File: src/rtl/nor_cmd_sequencer.sv
// Expands one user operation into timed command-write and read cycles on a
// 16-bit parallel NOR flash bus; all bus outputs are registered.
//
// state    | meaning
// IDLE     | waiting for a request, req_ready high
// W_SETUP  | ce_n low, address and data driven, we_n still high
// W_PULSE  | we_n low for T_WE clocks
// W_HOLD   | we_n high again, data still driven
// R_ACC    | ce_n and oe_n low for T_RD clocks, dq sampled on the last edge
// RECOV    | ce_n high for T_REC clocks, then pick the next step
// DONE     | rsp_valid pulse
module nor_cmd_sequencer #(
  parameter int T_WE     = 2,
  parameter int T_RD     = 4,
  parameter int T_REC    = 2,
  parameter int POLL_MAX = 65535
) (
  input  logic        clk,
  input  logic        reset,
  input  logic        req_valid,
  output logic        req_ready,
  input  logic [1:0]  req_op,
  input  logic [23:0] req_addr,
  input  logic [15:0] req_wdata,
  output logic        rsp_valid,
  output logic [15:0] rsp_data,
  output logic        rsp_err,
  output logic        busy,
  output logic        nor_ce_n,
  output logic        nor_we_n,
  output logic        nor_oe_n,
  output logic [23:0] nor_addr,
  output logic [15:0] nor_dq_o,
  output logic        nor_dq_oe,
  input  logic [15:0] nor_dq_i
);

  localparam logic [2:0] S_IDLE   = 3'd0;
  localparam logic [2:0] S_WSETUP = 3'd1;
  localparam logic [2:0] S_WPULSE = 3'd2;
  localparam logic [2:0] S_WHOLD  = 3'd3;
  localparam logic [2:0] S_RACC   = 3'd4;
  localparam logic [2:0] S_RECOV  = 3'd5;
  localparam logic [2:0] S_DONE   = 3'd6;

  localparam logic [1:0] OP_READ    = 2'd0;
  localparam logic [1:0] OP_STATUS  = 2'd1;
  localparam logic [1:0] OP_PROGRAM = 2'd2;
  localparam logic [1:0] OP_UNLOCK  = 2'd3;

  logic [2:0]  state_q, state_d;
  logic [7:0]  tmr_q, tmr_d;
  logic [1:0]  op_q, op_d;
  logic [2:0]  step_q, step_d;
  logic [23:0] addr_q, addr_d;
  logic [15:0] wdata_q, wdata_d;
  logic [15:0] poll_q, poll_d;
  logic [15:0] rd_q, rd_d;
  logic        tmo_q, tmo_d;

  // Step programs: PROGRAM = 0x40, wdata, poll (step 2, repeats), 0x50, 0xFF.
  function automatic logic step_is_read(input logic [1:0] op, input logic [2:0] step);
    case (op)
      OP_PROGRAM: return step == 3'd2;
      OP_UNLOCK:  return 1'b0;
      default:    return step == 3'd1;
    endcase
  endfunction

  function automatic logic step_is_last(input logic [1:0] op, input logic [2:0] step);
    if (op == OP_PROGRAM) return step == 3'd4;
    return step == 3'd1;
  endfunction

  function automatic logic [15:0] cmd_word(input logic [1:0] op, input logic [2:0] step,
                                           input logic [15:0] wdata);
    case (op)
      OP_READ:   return 16'h00FF;
      OP_STATUS: return 16'h0070;
      OP_UNLOCK: return (step == 3'd0) ? 16'h0060 : 16'h00D0;
      default: begin
        case (step)
          3'd0:    return 16'h0040;
          3'd1:    return wdata;
          3'd3:    return 16'h0050;
          default: return 16'h00FF;
        endcase
      end
    endcase
  endfunction

  assign req_ready = (state_q == S_IDLE);
  assign busy      = ~req_ready;

  always_comb begin
    state_d = state_q;
    tmr_d   = tmr_q;
    op_d    = op_q;
    step_d  = step_q;
    addr_d  = addr_q;
    wdata_d = wdata_q;
    poll_d  = poll_q;
    rd_d    = rd_q;
    tmo_d   = tmo_q;
    case (state_q)
      S_IDLE: begin
        if (req_valid) begin
          op_d    = req_op;
          addr_d  = req_addr;
          wdata_d = req_wdata;
          step_d  = 3'd0;
          poll_d  = 16'd0;
          tmo_d   = 1'b0;
          state_d = S_WSETUP;
        end
      end
      S_WSETUP: begin
        state_d = S_WPULSE;
        tmr_d   = 8'(T_WE - 1);
      end
      S_WPULSE: begin
        if (tmr_q == 8'd0) state_d = S_WHOLD;
        else               tmr_d   = tmr_q - 8'd1;
      end
      S_WHOLD: begin
        state_d = S_RECOV;
        tmr_d   = 8'(T_REC - 1);
      end
      S_RACC: begin
        if (tmr_q == 8'd0) begin
          rd_d    = nor_dq_i;
          poll_d  = poll_q + 16'd1;
          state_d = S_RECOV;
          tmr_d   = 8'(T_REC - 1);
        end else begin
          tmr_d = tmr_q - 8'd1;
        end
      end
      S_RECOV: begin
        if (tmr_q != 8'd0) begin
          tmr_d = tmr_q - 8'd1;
        end else if (step_is_last(op_q, step_q)) begin
          state_d = S_DONE;
        end else begin
          // Poll step repeats until SR[7] or the poll budget runs out.
          if (op_q == OP_PROGRAM && step_q == 3'd2) begin
            if (rd_q[7] || poll_q == 16'(POLL_MAX)) begin
              step_d = 3'd3;
              tmo_d  = ~rd_q[7];
            end
          end else begin
            step_d = step_q + 3'd1;
          end
          if (step_is_read(op_q, step_d)) begin
            state_d = S_RACC;
            tmr_d   = 8'(T_RD - 1);
          end else begin
            state_d = S_WSETUP;
          end
        end
      end
      S_DONE:  state_d = S_IDLE;
      default: state_d = S_IDLE;
    endcase
  end

  always_ff @(posedge clk) begin
    if (reset) begin
      state_q   <= S_IDLE;
      tmr_q     <= 8'd0;
      op_q      <= OP_READ;
      step_q    <= 3'd0;
      addr_q    <= 24'd0;
      wdata_q   <= 16'd0;
      poll_q    <= 16'd0;
      rd_q      <= 16'd0;
      tmo_q     <= 1'b0;
      nor_ce_n  <= 1'b1;
      nor_we_n  <= 1'b1;
      nor_oe_n  <= 1'b1;
      nor_dq_oe <= 1'b0;
      nor_addr  <= 24'd0;
      nor_dq_o  <= 16'd0;
      rsp_valid <= 1'b0;
      rsp_data  <= 16'd0;
      rsp_err   <= 1'b0;
    end else begin
      state_q   <= state_d;
      tmr_q     <= tmr_d;
      op_q      <= op_d;
      step_q    <= step_d;
      addr_q    <= addr_d;
      wdata_q   <= wdata_d;
      poll_q    <= poll_d;
      rd_q      <= rd_d;
      tmo_q     <= tmo_d;
      // Bus pins are registered from the next state so the pads never glitch.
      nor_ce_n  <= !(state_d inside {S_WSETUP, S_WPULSE, S_WHOLD, S_RACC});
      nor_we_n  <= (state_d != S_WPULSE);
      nor_oe_n  <= (state_d != S_RACC);
      nor_dq_oe <= (state_d inside {S_WSETUP, S_WPULSE, S_WHOLD});
      nor_addr  <= addr_d;
      if (state_d == S_WSETUP) nor_dq_o <= cmd_word(op_d, step_d, wdata_d);
      rsp_valid <= (state_d == S_DONE);
      if (state_d == S_DONE) begin
        rsp_data <= (op_q == OP_UNLOCK) ? 16'd0 : rd_q;
        rsp_err  <= (op_q == OP_PROGRAM) & (tmo_q | rd_q[4] | rd_q[3] | rd_q[1]);
      end
    end
  end

endmodule

File: config.mk
export PLATFORM = sky130hd
export DESIGN_NAME = nor_cmd_sequencer
export DESIGN_NICKNAME = d
export VERILOG_FILES = /design/src/rtl/nor_cmd_sequencer.sv
export SDC_FILE = /design/constraint.sdc
export NUM_CORES = 1
export LEC_CHECK = 0
export BUFFER_PORTS_ARGS = -buffer_cell sky130_fd_sc_hd__buf_4
export CORE_UTILIZATION = 40
export DETAILED_ROUTE_END_ITERATION = 16
export PLACE_DENSITY = 0.7
export SYNTH_ARGS = -nofsm -noshare
export SYNTH_HDL_FRONTEND = slang
export SYNTH_SLANG_ARGS = --single-unit
File: constraint.sdc
create_clock -name clk -period 2.4 [get_ports clk]
set_clock_uncertainty 0.15 [all_clocks]
set_input_delay 0.24 -clock clk [delete_from_list [all_inputs] [get_ports clk]]
set_output_delay 0.24 -clock clk [all_outputs]
set_load 0.01 [all_outputs]
======== Yosys cells after proc, flatten, opt, wreduce, memory -nomap -nowiden ========
Cells that the tools add are included.
word-level totals
  register bits ........................... 127
  input bits .............................. 61
  output and inout bits ................... 64
  logic and storage cells ................. 128
cells by class
  equality and inequality tests ........... 33
  muxes and demuxes ....................... 50
  $add $sub $neg .......................... 3
  reductions and logical operators ........ 19
  bitwise logic cells ..................... 6
operators by type and width
  cell                                                 count
  one-hot mux 16 bit (3 select lines)                  2
  two-way mux 16 bit                                   5
  two-way mux 8 bit                                    6
  two-way mux 3 bit                                    14
  one-hot mux 16 bit (2 select lines)                  1
  one-hot mux 8 bit (4 select lines)                   1
  equality test 3 x 2 -> 1 bit, second input constant  7
  one-hot mux 3 bit (6 select lines)                   1
  adder 16 x 1 -> 16 bit, second input constant        1
  equality test 16 bit, second input constant          1
  equality test 3 x 1 -> 1 bit, second input constant  5
  equality test 3 bit, second input constant           5
  two-way mux 1 bit                                    15
  != test 2 bit, second input constant                 7
  != test 3 bit, second input constant                 3
  zero test 8 bit                                      1
  nonzero test 4 bit                                   2
  nonzero test 8 bit                                   1
  subtractor 8 x 1 -> 8 bit, second input constant     1
  equality test 2 bit, second input constant           3
  zero test 3 bit                                      2
  one-hot mux 3 bit (2 select lines)                   1
  AND reduction 6 bit                                  1
  two-way mux 2 bit                                    2
  other kinds (17)                                     23

======== Depth between registers and ports, before layout ========
  word-level depth ........................ 22
  gate-level depth with buffers ........... 11
  mapped depth without buffers ............ 9

======== Worst setup path after synthesis ========
No wires, ideal clock.
  path type ............................... register to register
  start point ............................. reg tmr_q[0]
  end point ............................... reg nor_dq_o[2]
  required time ........................... 2.171 ns
  setup time .............................. 0.079 ns
  clock period less this slack ............ 2.547 ns
  path slack .............................. -0.147 ns
  arrival ................................. 2.317 ns
  path buffers ............................ 1
  cell stages (with the launch flop) ...... 11
  cells stage by stage .................... dfxtp_1 inv_1 ha_1 nor3b_1 and3_2 o21ai_2 o32a_4 a211oi_4 buf_6 nand3_2 a211oi_2
on the way
  word-level cells in the longest chain between the ends .. 6
  elaborated cells on any way between the ends .. 14
  those cells by class .................... eq/ne (3); mux (8); reduce/logical (3)
RTL lines
  element                                                     RTL line  text
  start, declared                                             52        logic [7:0] tmr_q, tmr_d;
  start signal, assigned                                      189       tmr_q <= tmr_d;
  nonzero test 8 bit                                          140       if (tmr_q != 8'd0) begin
  two-way mux 3 bit                                           140
  one-hot mux 3 bit (2 select lines)                          105       case (state_q)
  equality test 3 x 2 -> 1 bit, or another cell as far along  82        case (step)
  one-hot mux 16 bit (3 select lines)                         82
  one-hot mux 16 bit (3 select lines)                         77        case (op)
  end signal, assigned                                        203       if (state_d == S_WSETUP) nor_dq_o <= cmd_word(op_d, step_d, wdata_d);
  end, declared                                               33        output logic [15:0] nor_dq_o,
Several ways; a longest one is shown, not always the timed one.
A chain may end at the register's enable or synchronous reset.

======== Worst setup path in the final report ========
  start point ............................. reg poll_q[0]
  end point ............................... reg nor_dq_o[12]
on the way
  word-level cells in the longest chain between the ends .. 17
  elaborated cells on any way between the ends .. 26
  those cells by class .................... eq/ne (6); mux (18); reduce/logical (2)
RTL lines
  element                                                                              RTL line  text
  start, declared                                                                      57        logic [15:0] poll_q, poll_d;
  start signal, assigned                                                               194       poll_q <= poll_d;
  equality test 16 bit (*)                                                             147       if (rd_q[7] || poll_q == 16'(POLL_MAX)) begin
  logical OR 1 bit (*)                                                                 147
  two-way mux 3 bit (*)                                                                147
  two-way mux 3 bit (*)                                                                146       if (op_q == OP_PROGRAM && step_q == 3'd2) begin
  two-way mux 3 bit (*)                                                                142       end else if (step_is_last(op_q, step_q)) begin
  two-way mux 3 bit (*)                                                                140
  two-way mux 3 bit (*)                                                                105
  equality test 3 x 1 -> 1 bit / equality test 3 x 2 -> 1 bit (equally long branches)  66, 64
  one-hot mux 1 bit (2 select lines)                                                   63        case (op)
  two-way mux 1 bit                                                                    142
  two-way mux 1 bit                                                                    140
  two-way mux 1 bit                                                                    105
  two-way mux 3 bit                                                                    154       if (step_is_read(op_q, step_d)) begin
  two-way mux 3 bit                                                                    142
  two-way mux 3 bit                                                                    140
  one-hot mux 3 bit (6 select lines)                                                   105
  equality test 3 x 1 -> 1 bit                                                         203
Mark *: on every way between the ends. The rest lies on a longest branch, timed or not. The select of a mux whose other input is x is not followed.

==> impl_metrics.ini <==
[placement]
dp_hpwl_um = 9810
io_buffer_count = 124
place.gp.congestion = 0.867
dpl_cell_area_um2 = 6740

[pwr]
p_leak_nw = 3.39
internal_power_mw = 5.09
p_seq_frac = 0.343
p_switching_mw = 2.19
irDropWorstVdd_mv = 0.589
switching_share = 0.301
powerDensity_nw_per_um2 = 880
power_mw = 7.28
p_comb_frac = 0.309
clockPowerShare = 0.348

[synthesis]
synth_top_area_cell = dfxtp_1
async_reset_ff_frac = 0
synth.top_cells.by_area = dfxtp_1, nand2_1, a21oi_1
synth.avg_cell_area_um2 = 8.40
yosysWarnings = 0
yosysSeqAreaShare = 0.487
syn_nets = 687
synth_area_um2 = 5220
synth.distinct_cells = 68
syn-instance-count = 622
yosysTopAreaCellShare = 0.487
synth-edff-count = 0
synth-seq-cells = 127
synth_ff_type = dfxtp_1

[clocking]
cts_inserted_buffers = 17
cts_buffer_depth = 2
clock_latency_ps = 420
clk_pin_slew_ps = 50
cts.sinks = 127
htreeDepth = 4
cts-root-buf = clkbuf_16
cts_tree = yes

[drt]
via_per_inst = 5.18
drt_iter0_drc = 410
vias = 5431
firstDrtPassIters = 4
routedWlPerCell_um = 15.1
finalWirelength_um = 15800
drc = 0
antenna_left = 0

[global_route]
grt.total_usage = 0.243
grt_antenna_before_repair = 0
grt_pass1_vias = 5409
overflow = 0
grt_pass1_wl_um = 25600
grt_start_max_net_pins = 50

[floorplanning]
die-area_um2 = 13500
die_x_um = 116
placement_rows = 41
start_util = 0.412
die_y_um = 116
ios = 125
core_um2 = 12700

[min_path]
hold_end = rsp_err$_SDFFE_PP0P_
whs_path_depth = 2
min-delay-start = reset
worstHoldPathType = primary input to flop

[layout]
final_core_util = 0.653
antennaDiodeCount = 0
syn2layout_area_growth_pct = 58.3
final_nets = 931
final_area_um2 = 8270
drive_gt1_frac = 0.342

[job]
maxCapViolations = 0

[timing]
setup_tns_ps = -864
finalSetupViolations = 29
slew_headroom = 0.600
maxSlewViolCount = 0
rsz0062_at_grt = true
period_share = 1.04
fin_crit_ps = 2490
worst_slack_ps = -85.9
tightest_slew_ps = 600
fmax_ghz = 0.402
hold_viol_final = 0

[worst_setup_path]
slowest_delay_ps = 350
r2r-end = nor_dq_o[12]$_SDFFE_PP0N_
ff2ff_path_depth = 10
crit_required_ps = 2590
crit_path_start_kind = flop
cp_slowest_cell = o41ai_4
rrSetupSlack_ps = -90
worstReg2RegStart = poll_q[0]$_SDFFE_PP0P_
cp_max_fo = 8
cp-end-kind = flop
arrival_ps = 2680
crit_chain = ha_4 -> nand4_1 -> nor4_4 -> buf_4 -> o41ai_4 -> a21boi_2 -> a41o_1 -> buf_6 -> or2_4 -> a21oi_2
critical_path_class = flop to flop

[outcome]
violations = negative setup slack
status = complete, but fails checks
-- cell families after synthesis --
| kind of cell | synth area share |
|---|---|
| xor+xnor | 0.0184 |
| buf+inv | 0.0364 |
| mux | 0.0175 |
| simple gates | 0.232 |
| flops | 0.487 |
| compound gates | 0.199 |
| fa+ha+maj | 0.00958 |
-- how the worst max path moves through the flow --
stage                            startpoint                        end  slack (ps)  cells past startpoint
global placement       step_q[0]$_SDFF_PP0_       nor_dq_oe$_SDFF_PP0_        -120                     11
finish               poll_q[0]$_SDFFE_PP0P_  nor_dq_o[12]$_SDFFE_PP0N_         -90                     10
global route        poll_q[11]$_SDFFE_PP0P_   nor_dq_o[1]$_SDFFE_PP0N_        -170                      8
CTS                 poll_q[13]$_SDFFE_PP0P_   nor_dq_o[3]$_SDFFE_PP0N_         -40                      8
detailed placement   poll_q[0]$_SDFFE_PP0P_   nor_dq_o[3]$_SDFFE_PP0N_        -210                     10
floorplan             tmr_q[0]$_SDFFE_PP0P_   nor_dq_o[2]$_SDFFE_PP0N_           4                     10
-- registers in the layout (all words and copies together) (netlist names), 3 cells and up --
register / flops
addr_q: 24
rsp_data: 16
state_q: 3
nor_dq_o: 16
tmr_q: 8
rd_q: 16
step_q: 3
wdata_q: 16
poll_q: 16
-- worst max-delay path, delay by kind of cell, from the launching register on --
family                   cells  cell delay, ps
AND/OR/NAND/NOR              3             520
AO/OA/AOI/OAI                4             960
flip-flops                   1             340
buffers and inverters        2             310
adder cells (fa/ha/maj)      1             160
-- Yosys cell counts (all sizes together), types with 9 or more instances --
cell    number
o21ai       21
a21oi       85
dfxtp      127
nand2      133
nor3        14
buf          9
nand3       26
nor2        53
a22o        14
a211oi      10
inv         10
clkbuf      27
-- per-stage QoR --
stage,hold slack [ps],worst slack [ps],cells
global placement,291,-123,946
CTS,31.9,-43.2,1041
finish,52.8,-85.9,1048
global route,53.5,-167,1048
floorplan,226,3.97,622
detailed placement,297,-211,946
-- layout make-up --
cell class                 count  area [um^2]
timing repair buffer         261         2140
sequential                   127         2550
tap                          172          215
inverter                      10         37.5
fill                         989         4400
clock buffer                  22          464
multi-input combinational    449         2750
clock inverter                 7          113
-- power by group through the flow --
stage | Clock (mW) | Combinational, mW | Sequential, mW
after detailed placement | 0 | 1.81 | 2.52
after floorplan | 0 | 1.04 | 2.55
after global routing | 2.66 | 2.45 | 2.52
after global placement | 0 | 1.77 | 2.51
after CTS | 2.57 | 2.02 | 2.49
final | 2.53 | 2.25 | 2.50
-- routing by layer --
layer | up-vias | part of all wire | GRT usage
met5 | - | 0 | 0
met4 | 0 | 0.016 | 0.109
met3 | 22 | 0.059 | 0.0633
met2 | 174 | 0.51 | 0.424
met1 | 2582 | 0.42 | 0.280
li1 | 2653 | - | -
-- repair_timing --
action,4_1_cts,5_1_grt
pin swaps,11,14
buffers inserted,10,7
setup endpoints to repair,39,54
hold buffers,56,0
endpoints found under the hold margin,56,0
resized for setup,30,41
cloned,1,0
-- cell usage in the layout, fill, tap and decap left out, types with 4 or more instances in the layout --
master | Yosys | final
nor2_1 | 53 | 49
nor3_2 | 0 | 4
buf_4 | 2 | 196
dfxtp_2 | 0 | 8
a211oi_1 | 8 | 5
dlygate4sd3_1 | 0 | 56
inv_1 | 10 | 8
o21ai_1 | 0 | 6
clkbuf_16 | 0 | 17
mux2i_1 | 8 | 6
a21oi_2 | 0 | 11
dfxtp_1 | 127 | 119
nand2_1 | 133 | 132
a21oi_1 | 84 | 73
nor2_2 | 0 | 4
or3_1 | 5 | 4
a22o_1 | 14 | 14
nand2b_1 | 5 | 5
xnor2_1 | 8 | 8
buf_6 | 1 | 7
o21ai_0 | 20 | 13
nand3_1 | 25 | 24
nor3_1 | 14 | 10
Power figures use the tool's default switching activity.
